### src/rtl/mealey_differ_pkg.sv
// Shared types for the Mealy differencer: FSM states, the signed sample type,
// the emit-counter width and the 10-bit to 9-bit reduction helper.
package Mealey_types;

    typedef enum logic [1:0] {
        IDLE,
        RUN,
        STALL
    } state_t;

    typedef logic signed [8:0] sample_t;

    localparam int COUNT_W = 16;

    localparam sample_t SAMPLE_MAX = 9'sd255;
    localparam sample_t SAMPLE_MIN = -9'sd256;

    // The difference overflows 9 bits exactly when its top two bits disagree.
    function automatic sample_t reduce_diff(input logic signed [9:0] diff, input bit sat_en);
        if (sat_en && (diff[9] != diff[8]))
            return diff[9] ? SAMPLE_MIN : SAMPLE_MAX;
        return diff[8:0];
    endfunction

endpackage

### src/rtl/mealey_outreg.sv
// Single-stage valid/ready output register: loads when empty or being drained,
// otherwise holds its contents stable.
module mealey_outreg
    import Mealey_types::*;
(
    input  logic    system1000,
    input  logic    system1000_rst,
    input  logic    load,
    input  sample_t load_data,
    input  logic    out_ready,
    output logic    in_ready,
    output logic    out_valid,
    output sample_t out_data
);

    assign in_ready = !out_valid || out_ready;

    // NOTE: sequential state uses non-blocking (<=) so every register samples
    // pre-edge values; blocking here would create order-dependent races.
    always_ff @(posedge system1000) begin
        if (system1000_rst) begin
            out_valid <= 1'b0;
            out_data  <= '0;
        end else if (in_ready) begin
            out_valid <= load;
            if (load)
                out_data <= load_data;
        end
    end

endmodule

### src/rtl/mealey_differ.sv
// Mealy differencer: out[n] = in[n] - in[n-1], inverse of the wrapping 9-bit
// accumulator. Define MEALEY_DIFFER_SAT_EN to clamp instead of wrap.
module mealey_differ
    import Mealey_types::*;
(
    input  logic               system1000,
    input  logic               system1000_rst,
    input  logic               in_valid,
    input  sample_t            in_data,
    output logic               in_ready,
    input  logic               clr,
    output logic               out_valid,
    output sample_t            out_data,
    input  logic               out_ready,
    output logic [COUNT_W-1:0] count_o,
    output logic               sat_o
);

    state_t            state, state_next;
    sample_t           prev;
    sample_t           base;
    logic signed [9:0] diff;
    sample_t           diff_out;
    logic              accept;
    logic              emit;

`ifdef MEALEY_DIFFER_SAT_EN
    localparam bit SAT_EN = 1'b1;
`else
    localparam bit SAT_EN = 1'b0;
`endif

    assign accept = in_valid && in_ready;
    assign emit   = out_valid && out_ready;

    // A clear in the same cycle as an accept differences against zero.
    assign base     = clr ? sample_t'(0) : prev;
    assign diff     = {in_data[8], in_data} - {base[8], base};
    assign diff_out = reduce_diff(diff, SAT_EN);

    always_ff @(posedge system1000) begin
        if (system1000_rst) begin
            state   <= IDLE;
            prev    <= '0;
            count_o <= '0;
        end else begin
            state <= state_next;
            if (accept)
                prev <= in_data;
            else if (clr)
                prev <= '0;
            if (emit)
                count_o <= count_o + 1'b1;
        end
    end

    // NOTE: state_next gets a default before the case so no path leaves it
    // unassigned, which would otherwise infer a latch.
    always_comb begin
        state_next = state;
        case (state)
            IDLE: begin
                if (accept)
                    state_next = RUN;
            end
            RUN, STALL: begin
                if (accept)
                    state_next = RUN;
                else if (clr)
                    state_next = IDLE;
                else if (out_valid && !out_ready)
                    state_next = STALL;
                else
                    state_next = RUN;
            end
            default: state_next = IDLE;
        endcase
    end

`ifdef MEALEY_DIFFER_SAT_EN
    logic sat_q;

    always_ff @(posedge system1000) begin
        if (system1000_rst)
            sat_q <= 1'b0;
        else if (accept && (diff[9] != diff[8]))
            sat_q <= 1'b1;
    end

    assign sat_o = sat_q;
`else
    assign sat_o = 1'b0;
`endif

    mealey_outreg u_outreg (
        .system1000     (system1000),
        .system1000_rst (system1000_rst),
        .load           (accept),
        .load_data      (diff_out),
        .out_ready      (out_ready),
        .in_ready       (in_ready),
        .out_valid      (out_valid),
        .out_data       (out_data)
    );

endmodule

### config.mk
export PLATFORM = sky130hd
export DESIGN_NAME = mealey_differ
export DESIGN_NICKNAME = d
export VERILOG_FILES = /design/src/rtl/mealey_differ_pkg.sv /design/src/rtl/mealey_outreg.sv /design/src/rtl/mealey_differ.sv
export SDC_FILE = /design/constraint.sdc
export NUM_CORES = 1
export LEC_CHECK = 0
export CORE_AREA = 10 10 86 69
export CTS_CLUSTER_DIAMETER = 80
export DETAILED_ROUTE_END_ITERATION = 16
export DIE_AREA = 0 0 96 79
export DONT_BUFFER_PORTS = 1
export PLACE_DENSITY_LB_ADDON = 0.1
export SYNTH_ARGS = -nofsm -noshare
export SYNTH_HDL_FRONTEND = slang
export SYNTH_SLANG_ARGS = --single-unit
export TNS_END_PERCENT = 30
### constraint.sdc
create_clock -name system1000 -period 5.7 [get_ports system1000]
set_input_delay 0.57 -clock system1000 [delete_from_list [all_inputs] [get_ports system1000]]
set_output_delay 0.57 -clock system1000 [all_outputs]
set_load 0.05 [all_outputs]
======== Word level (Yosys, flattened, before mapping) ========
Cells that the tools add are included.
W data, S select, Z words.
word-level totals
  register bits after elaboration ......... 35
  word-level logic and storage cells ...... 13
  bits of input ports ..................... 14
operators by class
  $add $sub $neg .......................... 2
  multiplexer cells ....................... 2
  reductions and logical operators ........ 5
operator list
  kind                     number
  $mux W9                  2
  $add A16 B1 Y16 const B  1
  $sub A9 B9 Y9            1
  $logic_and A1 B1 Y1      2
  $reduce_and A2 Y1        1
  $logic_not A1 Y1         1
  $logic_or A1 B1 Y1       1

======== Longest topological paths before layout ========
  depth in word-level cells ............... 4
  gate-level depth with buffers ........... 8
  mapped depth without buffers ............ 8

======== By module ========
From an unflattened synthesis, not the netlist that was laid out.
second synthesis, totals
  cells, all modules ...................... 220
  area, all modules ....................... 1,940.6 sq um
by module, submodules not included
  module         area each (sq um)  times used  cells an instance
  mealey_differ  1,470.2            1           175
  mealey_outreg  470.5              1           45

======== Worst setup path before layout ========
Ideal clock, no wire load.
  path type ............................... register to register
  start ................................... register u_outreg.out_valid
  end ..................................... register u_outreg.out_data[7]
  path slack .............................. 3,616 ps
  arrival ................................. 1,958 ps
  stages on the path, launching flop included .. 7
  required time ........................... 5,574 ps
  clock period less this slack ............ 2,084 ps
  setup time .............................. 126 ps
  buffers on the path ..................... 1
  path through ............................ dfxtp_1 -> nand2b_1 -> and2_1 -> buf_2 -> and3_1 -> o31ai_1 -> nand3b_1
on the way
  longest elaborated chain between the ends .. 4
RTL lines
  element                                 RTL line             text
  from (decl)                             mealey_outreg.sv:12  output logic out_valid,
  from (signal assigned)                  mealey_outreg.sv:25  out_valid <= load;
  $logic_not A1 Y1 (*)                    mealey_outreg.sv:16  assign in_ready = !out_valid || out_ready;
  $logic_or A1 B1 Y1 (*)                  mealey_outreg.sv:16
  net in_ready                            mealey_differ.sv:10  output logic in_ready,
  $logic_and A1 B1 Y1                     mealey_differ.sv:33  assign accept = in_valid && in_ready;
  $reduce_and A2 Y1 (no source line) (*)  -
  to (signal assigned)                    mealey_outreg.sv:27  out_data <= load_data;
  to (decl)                               mealey_outreg.sv:13  output sample_t out_data
Mark *: on every way through the listed nets, which the timed path passes. The rest lies on a longest branch.
A chain may end at the register's enable or synchronous reset.

======== Worst setup path after layout ========
Same ends and word-level chain as after synthesis.

==> flow_summary_export.csv <==
group,metric,value,unit
synthesis,synth_top_family_by_area,"simple AND/OR/NAND/NOR gates",
synthesis,ys_seq_area_share,38.28,%
sta,finalSetupTns,0,ps
sta,holdWs,352.6,ps
sta,min_period,2557,ps
final_layout,layout.nets,235,
pwr,total_power,560.1,uW
pwr,internal-power,406.6,uW
cts,clock_latency,280,ps
sta,rsz0062_at_grt,"false",
cts,clock-sinks,35,
synthesis,synthSimpleGateAreaFrac,30.14,%
synthesis,ys_ff_latch,35,
die,die-height,79,um
placed_design,port_buffers,0,
pwr,p_comb_share,9.6,%
synthesis,syn_area,0.001831,mm^2
grt,grt.total_usage,11.61,%
placed_design,dp_slack,3168,ps
grt,grt_first_pass_wirelength,7.113,mm
cts,cts_tree,"built",
cts,postCtsSetupRepairBufs,0,
cts,cts_resized,0,
setup_path,critical_path_required,5920,ps
routing,drt-pass1-iter-count,4,
routing,routed_wl,4.202,mm
cts,cts_hold_buf,0,
routing,wl_per_cell,15.62,um
final_layout,final_core_util,45.76,%
sta,slew_violations,0,
synthesis,synth_nets,237,
die,io-pin-count,42,
grt,met1_usage,14.79,%
sta,worst_pin_slew,727.6,ps
pwr,ir_drop,133.9,uV
final_layout,layout-drive-gt1-share,8.491,%
synthesis,synth_xor_area_share,8.134,%
pwr,pwr_density_cell,284.1,mW/mm^2
final_layout,postLayoutCellArea,0.001972,mm^2
synthesis,synth_compound_area_share,12.03,%
synthesis,muxShareOfSynthArea,0,%
pwr,leakagePower,0.7383,nW
setup_path,worst_setup_path_start_kind,"flop",
pwr,clkPwrFrac,39.4,%
sta,relSlewSlack,51.38,%
cts,h-tree-depth,2,
sta,worst_slack,3143,ps
routing,ant_nets,0,
sta,hold_viol_final,0,
synthesis,yosys.area_share.adder,7.245,%
final_layout,synthToLayoutAreaGrowth,7.724,%
status,status,"finished clean",
routing,drc,0,
cts,clk_pin_slew,70,ps
sta,max_freq,0.3911,GHz
setup_path,path_max_fanout,22,
grt,busiest_layer,"met2",
synthesis,synth_cell_type_count,40,
grt,antenna_found_initial,0,
synthesis,ys.warnings.count,0,
placed_design,place_area,0.001859,mm^2
pwr,switching_share,27.42,%
sta,setup_viol,0,
grt,grtUsageMet2,16.78,%
die,die_w,96,um
routing,drt_first_iter_violations,44,
synthesis,syn_inst,213,
placed_design,dp_hpwl,3.171,mm
cts,clockBufferDepth,2,
cts,root_buffer,"clkbuf_8",
sta,timing.final.crit_share,44.86,%
grt,overflow,0,
setup_path,worstSetupEndpointType,"flop",
die,coreArea,0.004309,mm^2
grt,grt_max_degree,38,
grt,grt_pass1_vias,1456,
placed_design,gp_congestion,0.8172,
final_layout,final_cells,269,
placed_design,placed_cells,261,
pwr,seq_power_share,51.0,%
setup_path,cp.arrival,2780,ps
cts,numCtsBuffers,5,
die,row_count,21,
final_layout,diodes,0,
job,drv_cap,0,
setup_path,path_class,"flop to flop",
routing,via_per_inst,5.320,
grt,use_met3,5.451,%
pwr,p_sw,153.6,uW
die,start_util,42.48,%
die,die_area,0.007584,mm^2
routing,vias,1431,
hold_path,hp-class,"input port to flop",
synthesis,synth.avg_cell_area,8.594,um^2
sta,skew,5.933,ps
==> cells by family (layout without fill, tap and decap cells) <==
group,after synthesis,count (layout)
AND/OR/NAND/NOR,98,98
AO/OA/AOI/OAI,35,35
flip-flops,35,35
XOR/XNOR,17,17
buffers and inverters,17,16
adder cells (fa/ha/maj),10,10
other,1,1
==> power by group through the flow <==
stage	logic (mW)	clock network (mW)	registers, mW
4_1_cts	0.0538	0.229	0.286
3_3_place_gp	0.0521	0	0.292
2_1_floorplan	0.0492	0	0.289
3_5_place_dp	0.0532	0	0.292
5_1_grt	0.0614	0.238	0.288
6_report	0.0536	0.221	0.286
==> worst max-delay path, cell delays in order, from the launching register on <==
cell and delay, ps:
dfxtp_1 540, nand2b_1 570, nand2_1 600, or3_1 490, nor4_1 160, nand3b_1 140
==> final cells by class <==
type | instances | area [um^2]
Clock buffer | 5 | 68.82
Clock inverter | 3 | 43.79
Fill cell | 437 | 2337
Inverter | 8 | 30.03
Multi-Input combinational cell | 161 | 1057
Sequential cell | 35 | 700.7
Tap cell | 57 | 71.32
==> layer usage <==
| layer | routed length, um | up-vias |
|---|---|---|
| met4 | 51 | 0 |
| li1 | - | 726 |
| met3 | 450 | 7 |
| met2 | 1789 | 43 |
| met1 | 1911 | 655 |
| met5 | 0 | - |
==> registers in the layout, indices dropped and copies added (netlist names) <==
| register | count |
|---|---|
| u_outreg.out_data | 9 |
| prev | 9 |
| u_outreg.out_valid | 1 |
| count_o | 16 |
==> cells in the final DEF (no fill, tap or decap), types with 2 or more instances in the layout <==
master,n
dfxtp_1,35
nor2_1,21
nand2_1,19
nand2b_1,17
a21oi_1,17
nand3_1,12
xor2_1,9
ha_1,9
inv_1,8
xnor2_1,8
clkbuf_8,5
nor2b_1,4
a211oi_1,4
or3_1,4
o21ai_0,4
and2_1,3
o31ai_1,3
nand4_2,3
nor4_1,2
and3_1,2
nor4b_1,2
nor3_2,2
nand4_1,2
==> cells in the mapped netlist, drive strengths merged <==
cell type	count	area [um^2]
and2	3	18.77
nand3	12	60.06
or3	4	25.02
o21ai	4	20.02
fa	1	20.02
o22ai	1	12.51
nor2b	4	25.02
nand3b	1	7.510
inv	8	30.03
a211oi	5	42.54
and3	2	12.51
ha	9	112.6
or4	1	7.510
o31ai	3	22.52
nand2	19	71.32
o211ai	1	7.510
nor4	3	25.02
a21oi	17	85.08
nand2b	17	106.4
nor3	2	20.02
dfxtp	35	700.7
nand4	5	50.05
nor2	21	78.83
xor2	9	78.83
o21a	1	7.510
o31a	1	8.760
conb	1	3.750
xnor2	8	70.07
and4	1	11.26
a31oi	1	6.260
clkbuf	2	7.510
nor4b	3	32.53
buf	7	35.04
a21o	1	7.510
==> worst paths after layout <==
kind | startpoint | to | slack, ps | depth (start not counted)
setup / recovery | u_outreg.out_valid | u_outreg.out_data[7] | 3140 | 5
hold / removal | system1000_rst | u_outreg.out_valid | 350 | 1
setup reg to reg | u_outreg.out_valid | u_outreg.out_data[7] | 3140 | 5
hold reg to reg | prev[6] | prev[6] | 570 | 3
Note: power is estimated with default switching activity, not from simulation.
